`src/rtl/bldc_encoder.sv`:
```
// Quadrature/index encoder front end: sync, glitch filter, Gray-code decode, angle/position counters.
// Optional ENCODER_VELOCITY_EN adds a windowed signed velocity measurement; otherwise velocity is 0.
module bldc_encoder #(
  parameter int COUNTS     = 1024,
  parameter int FILTER     = 3,
  parameter int VEL_WINDOW = 100000
) (
  input  logic               clk,
  input  logic               rst_n,
  input  logic               enable,
  input  logic               enc_a,
  input  logic               enc_b,
  input  logic               enc_z,
  input  logic               index_en,
  input  logic               clear_err,
  output logic [15:0]        feedback,
  output logic signed [31:0] position,
  output logic               direction,
  output logic               index_seen,
  output logic               error,
  output logic [15:0]        velocity
);

  if (COUNTS < 2 || COUNTS > 65536 || FILTER < 1 || FILTER > 15 || VEL_WINDOW < 1) begin : g_bad_param
    $error("bldc_encoder: parameter out of range");
  end

  localparam logic [15:0] FB_MAX = 16'(COUNTS - 1);
  localparam logic [3:0]  FILT_N = 4'(FILTER);

  typedef enum logic [1:0] {S00 = 2'b00, S01 = 2'b01, S11 = 2'b11, S10 = 2'b10} state_t;

  // Pin vector order: [2]=A, [1]=B, [0]=Z
  logic [2:0] pins, sync1, sync2, flt;
  logic [3:0] flt_cnt [3];
  logic       z_q;
  state_t     state_q, state_d;
  logic       step_fwd, step_rev, illegal, z_rise;

  assign pins = {enc_a, enc_b, enc_z};

  always_ff @(posedge clk or negedge rst_n) begin
    if (!rst_n) begin
      sync1 <= '0;
      sync2 <= '0;
    end else begin
      sync1 <= pins;
      sync2 <= sync1;
    end
  end

  // A change is accepted on the FILTER-th consecutive mismatching sample.
  always_ff @(posedge clk or negedge rst_n) begin
    if (!rst_n) begin
      flt <= '0;
      for (int i = 0; i < 3; i++) flt_cnt[i] <= '0;
    end else begin
      for (int i = 0; i < 3; i++) begin
        if (sync2[i] == flt[i]) begin
          flt_cnt[i] <= '0;
        end else if (flt_cnt[i] == FILT_N - 4'd1) begin
          flt[i]     <= sync2[i];
          flt_cnt[i] <= '0;
        end else begin
          flt_cnt[i] <= flt_cnt[i] + 4'd1;
        end
      end
    end
  end

  always_ff @(posedge clk or negedge rst_n) begin
    if (!rst_n) begin
      state_q <= S00;
      z_q     <= 1'b0;
    end else begin
      state_q <= state_d;
      z_q     <= flt[0];
    end
  end

  always_comb begin
    state_d  = state_t'(flt[2:1]);
    step_fwd = 1'b0;
    step_rev = 1'b0;
    unique case (state_q)
      S00: begin step_fwd = (state_d == S01); step_rev = (state_d == S10); end
      S01: begin step_fwd = (state_d == S11); step_rev = (state_d == S00); end
      S11: begin step_fwd = (state_d == S10); step_rev = (state_d == S01); end
      S10: begin step_fwd = (state_d == S00); step_rev = (state_d == S11); end
      default: ;
    endcase
    illegal = ((state_q ^ state_d) == 2'b11);
    z_rise  = flt[0] & ~z_q;
  end

  // Index wins over a coincident step for feedback; position still counts the step.
  always_ff @(posedge clk or negedge rst_n) begin
    if (!rst_n) begin
      feedback   <= '0;
      position   <= '0;
      direction  <= 1'b0;
      index_seen <= 1'b0;
    end else if (enable) begin
      if (index_en && z_rise) begin
        feedback   <= '0;
        index_seen <= 1'b1;
      end else if (step_fwd) begin
        feedback <= (feedback == FB_MAX) ? 16'd0 : feedback + 16'd1;
      end else if (step_rev) begin
        feedback <= (feedback == 16'd0) ? FB_MAX : feedback - 16'd1;
      end
      if (step_fwd) begin
        position  <= position + 32'sd1;
        direction <= 1'b1;
      end else if (step_rev) begin
        position  <= position - 32'sd1;
        direction <= 1'b0;
      end
    end
  end

  always_ff @(posedge clk or negedge rst_n) begin
    if (!rst_n)         error <= 1'b0;
    else if (illegal)   error <= 1'b1;
    else if (clear_err) error <= 1'b0;
  end

`ifdef ENCODER_VELOCITY_EN
  localparam int WW = (VEL_WINDOW > 1) ? $clog2(VEL_WINDOW) : 1;
  logic [WW-1:0]      win_cnt;
  logic signed [15:0] acc;
  logic               win_end;

  assign win_end = (win_cnt == WW'(VEL_WINDOW - 1));

  // A step in the window's last cycle seeds the next window's accumulator.
  always_ff @(posedge clk or negedge rst_n) begin
    if (!rst_n) begin
      win_cnt  <= '0;
      acc      <= '0;
      velocity <= '0;
    end else if (win_end) begin
      win_cnt  <= '0;
      velocity <= acc;
      if (enable && step_fwd)      acc <= 16'sd1;
      else if (enable && step_rev) acc <= -16'sd1;
      else                         acc <= '0;
    end else begin
      win_cnt <= win_cnt + 1'b1;
      if (enable && step_fwd && acc != 16'sd32767)       acc <= acc + 16'sd1;
      else if (enable && step_rev && acc != -16'sd32767) acc <= acc - 16'sd1;
    end
  end
`else
  assign velocity = '0;
`endif

endmodule

```
`config.mk`:
```
export PLATFORM = sky130hd
export DESIGN_NAME = bldc_encoder
export DESIGN_NICKNAME = d
export VERILOG_FILES = /design/src/rtl/bldc_encoder.sv
export SDC_FILE = /design/constraint.sdc
export NUM_CORES = 1
export LEC_CHECK = 0
export CAP_MARGIN = 20
export CORE_MARGIN = 1.5
export CORE_UTILIZATION = 35
export DETAILED_ROUTE_END_ITERATION = 16
export HOLD_SLACK_MARGIN = 0.12
export PLACE_DENSITY_LB_ADDON = 0.1
export SYNTH_ARGS = -nofsm -noshare
export SYNTH_HDL_FRONTEND = slang
export SYNTH_SLANG_ARGS = --single-unit
```
`constraint.sdc`:
```
create_clock -name clk -period 6.83 [get_ports clk]
set_input_delay 1.366 -clock clk [delete_from_list [all_inputs] [get_ports clk]]
set_output_delay 1.366 -clock clk [all_outputs]
set_load 0.03 [all_outputs]
```
# Word level (Yosys, flattened, before mapping)
# Cells that the tools add are included.
# op_classes
n_bitwise	6
n_mux	19
add_sub_neg	7
n_reduce_logical	13
eq_ne	14
# ops
op	n
$mux 16	5
$mux 32	2
$add 32x2->32 const B	1
$sub 32x2->32 const B	1
$mux 4	6
$add 16x1->16 const B	1
$eq 16x10->1 const B	1
$logic_not 16->1	1
$sub 16x1->16 const B	1
$add 4x1->4 const B	3
$eq 4x2->1 const B	3
$reduce_and 2->1	6
$eq 2x2->1 const B	5
$pmux 1 s4	2
$eq 2x1->1 const B	2
$logic_not 2->1	2
$mux 1	4
$not 1->1	4
$reduce_bool 2->1	2
$eq 1x1->1	3
$reduce_bool 3->1	1
$xor 2x2->2	1
$and 1x1->1	1
$logic_and 1x1->1	1
# word_totals
out_inout_bits	67
ff_bits	75
wordCells	74
inputBits	8

# Depth between registers and ports, before layout
# logic_depth
depth_word	5
ltp_mapped	14
ltp_nobuf	10

# Least setup slack after synthesis
# OpenSTA, ideal clock, no wires.
# synth_path
path_kind	register to register
startpoint	register flt[2]
endpoint	register position[10]
t_required_ns	6.749
period_less_slack_ns	3.481
stages_incl_launch_ff	15
setup_slack_ns	3.349
n_path_buf	4
setup_time_ns	0.081
arrival_ns	3.401
cell_sequence	dfrtp_1 > buf_2 > xor2_1 > nor2_1 > buf_2 > clkbuf_1 > buf_1 > xnor2_1 > ha_1 > nor4_1 > nand2_1 > or4_1 > or3_1 > a21oi_1 > xor2_1
# synth_between
elab_chain_len	4
elab_cells_between_ends	9
classes_between	3 x eq/ne; 3 x mux; 3 x reduce/logical
# synth_rtl
element	line	rtl
from (decl)	34	logic [2:0] pins, sync1, sync2, flt;
from (signal, indexed assignment)	62	flt[i] <= sync2[i];
$eq 2x2->1, or another cell as far along	86, 88	
$pmux 1 s4	85	unique case (state_q)
$reduce_bool 2->1 (no source line)	n/a	
$reduce_and 2->1 (no source line)	n/a	
to (signal assigned)	113	position <= position + 32'sd1;
to (signal assigned)	116	position <= position - 32'sd1;
to (decl)	17	output logic signed [31:0] position,
# Several ways; a longest one is shown, not always the timed one.
# A chain may end at the register's enable or synchronous reset.

# Worst setup path in the final report
# layout_path
startpoint	input enable
endpoint	register feedback[13]
# layout_between
elab_chain_len	1
# layout_rtl
element	line	rtl
from (decl)	10	input logic enable,
$reduce_and 2->1 (no source line)	n/a	
to (signal assigned)	108	feedback <= (feedback == FB_MAX) ? 16'd0 : feedback + 16'd1;
to (signal assigned)	110	feedback <= (feedback == 16'd0) ? FB_MAX : feedback - 16'd1;
to (decl)	16	output logic [15:0] feedback,
# No other way between the ends.

==> metrics.csv <==
metric,value,unit
status,"finished, final reports clean",
mapped cell area,0.00512,mm2
die area,0.0154,mm2
crit start category,input pin,
TNS Setup,0,ns
dpl cell area,0.00574,mm2
clk_lat worst skew,0.35,ns
top cell type's share of synthesized area,36.6,%
CTS Buf Count,9,
clock-pin slew on the worst setup and hold paths,0.06,ns
gr ovfl total,0,
Final min period,3.29,ns
vias in the first global route,4554,
drt via density,5.69,
Slew HR,38.3,%
ys async rst share,100,%
Core ar.,0.0144,mm2
die width,124,um
final slew viol count,0,
ranking of synthesized cells by area,"dfrtp_1 37%, xnor2_1 5.3%, nor2_1 4.6%, nand2_1 4.2%, nand3_1 3.3%",
clock buffer depth,2,
Mapped Avg Cell Area,8.41,um2
power density over the cells,538,mW/mm2
Critical Path RT,7.10,ns
Layout area overhead,18.8,%
Cell Count Post-Placement,816,
DIE HEIGHT,124,um
Total GRT Usage,19.8,%
crit path capture type,register,
Final Setup Violations,0,
CTS root buf,clkbuf_16,
leakage,2.44,nW
"flops & latches, synth",75,
Worst Skew,0.00740,ns
unrepaired setup endpoints after global routing,false,
I/O Buffers,58,
Residual DRC,0,
Max-Cap Viols,0,
initial antenna violation count,0,
share of layout cells above drive strength 1,5.56,%
Finished Layout Cells,832,
DR vias,4734,
"most common cell after layout, fill and taps aside",dfrtp_1,
kind of critical path,input pin to register,
Yosys top cell by area,dfrtp_1,
Sink Count,75,
Post-Synthesis Cells,609,
CTS-repair resized insts,0,
most frequent cells in the layout,"75 x dfrtp_1, 62 x nor2_1, 57 x nand2_1, 57 x clkdlybuf4s50_1, 34 x nand3_1",
fin crit share,48.1,%
Max Clk Rate,304,MHz
synth warn,0,
r2r worst-path depth,10,
Worst R2R Start,flt[1]$_DFFE_PN0P_,
Final Total Pwr,3.27,mW
crit-path max FO,13,
gpl congestion,0.851,
Post-CTS Setup Bufs,0,
Slew @ Worst Pin,0.917,ns
pin count of the biggest net entering global routing,76,
register area share after synthesis,36.6,%
worst hold start,sync1[2]$_DFF_PN0_,
num ports,75,
WHS Path Cells,0,
Hold WC Path Type,register to register,
number of diodes,0,
count of unique library cells instantiated by Yosys,63,
worst r2r dst,position[10]$_DFFE_PN0P_,
post-route ant nets,0,
Avg WL per Cell,17.1,um
CTS tree,yes,
peak supply drop,0.000199,V
first-pass GRT wire length,23600,um
hold buffer count at CTS,0,
worst reg2reg setup slack,3.56,ns
Starting Density,35.5,%
number of flops mapped to enable cells by yosys,0,
Final Hold Fails,0,
htree depth,3,
Hold EP,sync2[2]$_DFF_PN0_,
row count,44,
TritonRoute pass-1 iters,7,
Worst EP arrival,3.56,ns
Final HPWL DP,9880,um
Synth Flop Type,dfrtp_1,
drt total wl,14200,um
Detailed Route Iter0 Violations,386,
Layout Nets,662,
Final Instance Area,0.00609,mm2
-- per-layer routing --
| metal | global-route usage, % | wire, um | vias up |
|---|---|---|---|
| li1 | - | - | 2251 |
| met1 | 25.7 | 6460 | 2261 |
| met2 | 31.2 | 6490 | 183 |
| met3 | 4.44 | 779 | 39 |
| met4 | 10.0 | 462 | 0 |
| met5 | 0 | 0 | - |
-- report_power, final --
part           switching [mW]  internal (mW)
Sequential              0.272          0.588
Combinational            1.22          0.669
Clock                   0.191          0.326
-- synth_stat cells, types with 3 or more instances --
cell and n:
dfrtp_1 75, nor2_1 63, nand2_1 57, nand3_1 34, xnor2_1 31, clkbuf_1 27
o21ai_0 25, nor3_1 24, a21oi_1 22, nor4_1 20, xor2_1 19, inv_1 17
nand4_1 17, buf_4 16, or3_1 13, ha_1 10, mux2i_1 10, or4_1 10
a21o_1 7, a22o_1 6, and2_1 6, buf_2 6, and3_1 5, mux2_2 5
o22ai_1 5, or2_2 5, a31oi_1 4, o31ai_1 4, a311oi_1 3, a32oi_1 3
and4_1 3, buf_1 3, nand2b_1 3, nand3b_1 3, nor2b_1 3, nor3b_1 3
o211ai_1 3, o2bb2ai_1 3
-- worst max path at each step --
stage / slack [ns] / startpoint / endpoint / cells after the start
2_1_floorplan: 3.35 / flt[2]$_DFFE_PN0P_ / position[10]$_DFFE_PN0P_ / 14
3_3_place_gp: 3.29 / enable / feedback[15]$_DFFE_PN0P_ / 5
3_5_place_dp: 3.20 / enable / feedback[15]$_DFFE_PN0P_ / 5
4_1_cts: 3.57 / flt[2]$_DFFE_PN0P_ / position[10]$_DFFE_PN0P_ / 10
5_1_grt: 3.30 / enable / feedback[15]$_DFFE_PN0P_ / 5
6_report: 3.54 / enable / feedback[13]$_DFFE_PN0P_ / 5
-- cells by family (layout without fill, tap and decap cells) --
family          after synthesis  count (layout)  synth area share, %
mux                          15              15                 3.05
simple gates                276             276                 27.5
flops                        75              75                 36.6
other cells                   1              16               0.0732
buf+inv                      70              94                 6.60
fa+ha+maj                    10              10                 2.44
compound gates              112             112                 15.1
xor+xnor                     50              50                 8.55
-- area by class of cell --
| class | instances | area, um2 |
|---|---|---|
| Fill cell | 1443 | 8340 |
| Multi-Input combinational cell | 479 | 2970 |
| Timing Repair Buffer | 62 | 628 |
| Tap cell | 184 | 230 |
| Inverter | 17 | 63.8 |
| Clock buffer | 10 | 239 |
| Sequential cell | 75 | 1880 |
| Clock inverter | 5 | 77.6 |
-- sequential cells by signal, summed over array words and instances, names as in the netlist --
register	cells
flt	3
feedback	16
flt_cnt	12
state_q	2
direction	1
error	1
sync2	3
index_seen	1
position	32
z_q	1
sync1	3
-- metrics by stage --
| step | setup WS (ns) | util [%] | hold slack [ns] |
|---|---|---|---|
| 3_5_place_dp | 3.20 | 39.8 | 0.337 |
| 2_1_floorplan | 3.35 | - | 0.331 |
| 3_3_place_gp | 3.29 | 39.8 | 0.335 |
| 6_report | 3.54 | 42.2 | 0.349 |
| 4_1_cts | 3.57 | 42.0 | 0.351 |
| 5_1_grt | 3.30 | 42.2 | 0.367 |
-- critical path: stages --
cell             delay, ns
clkdlybuf4s50_1       0.74
nand3b_1              0.47
nor3_1                0.67
a21oi_1               0.14
o2bb2ai_1             0.17
Power figures use the tool's default switching activity.
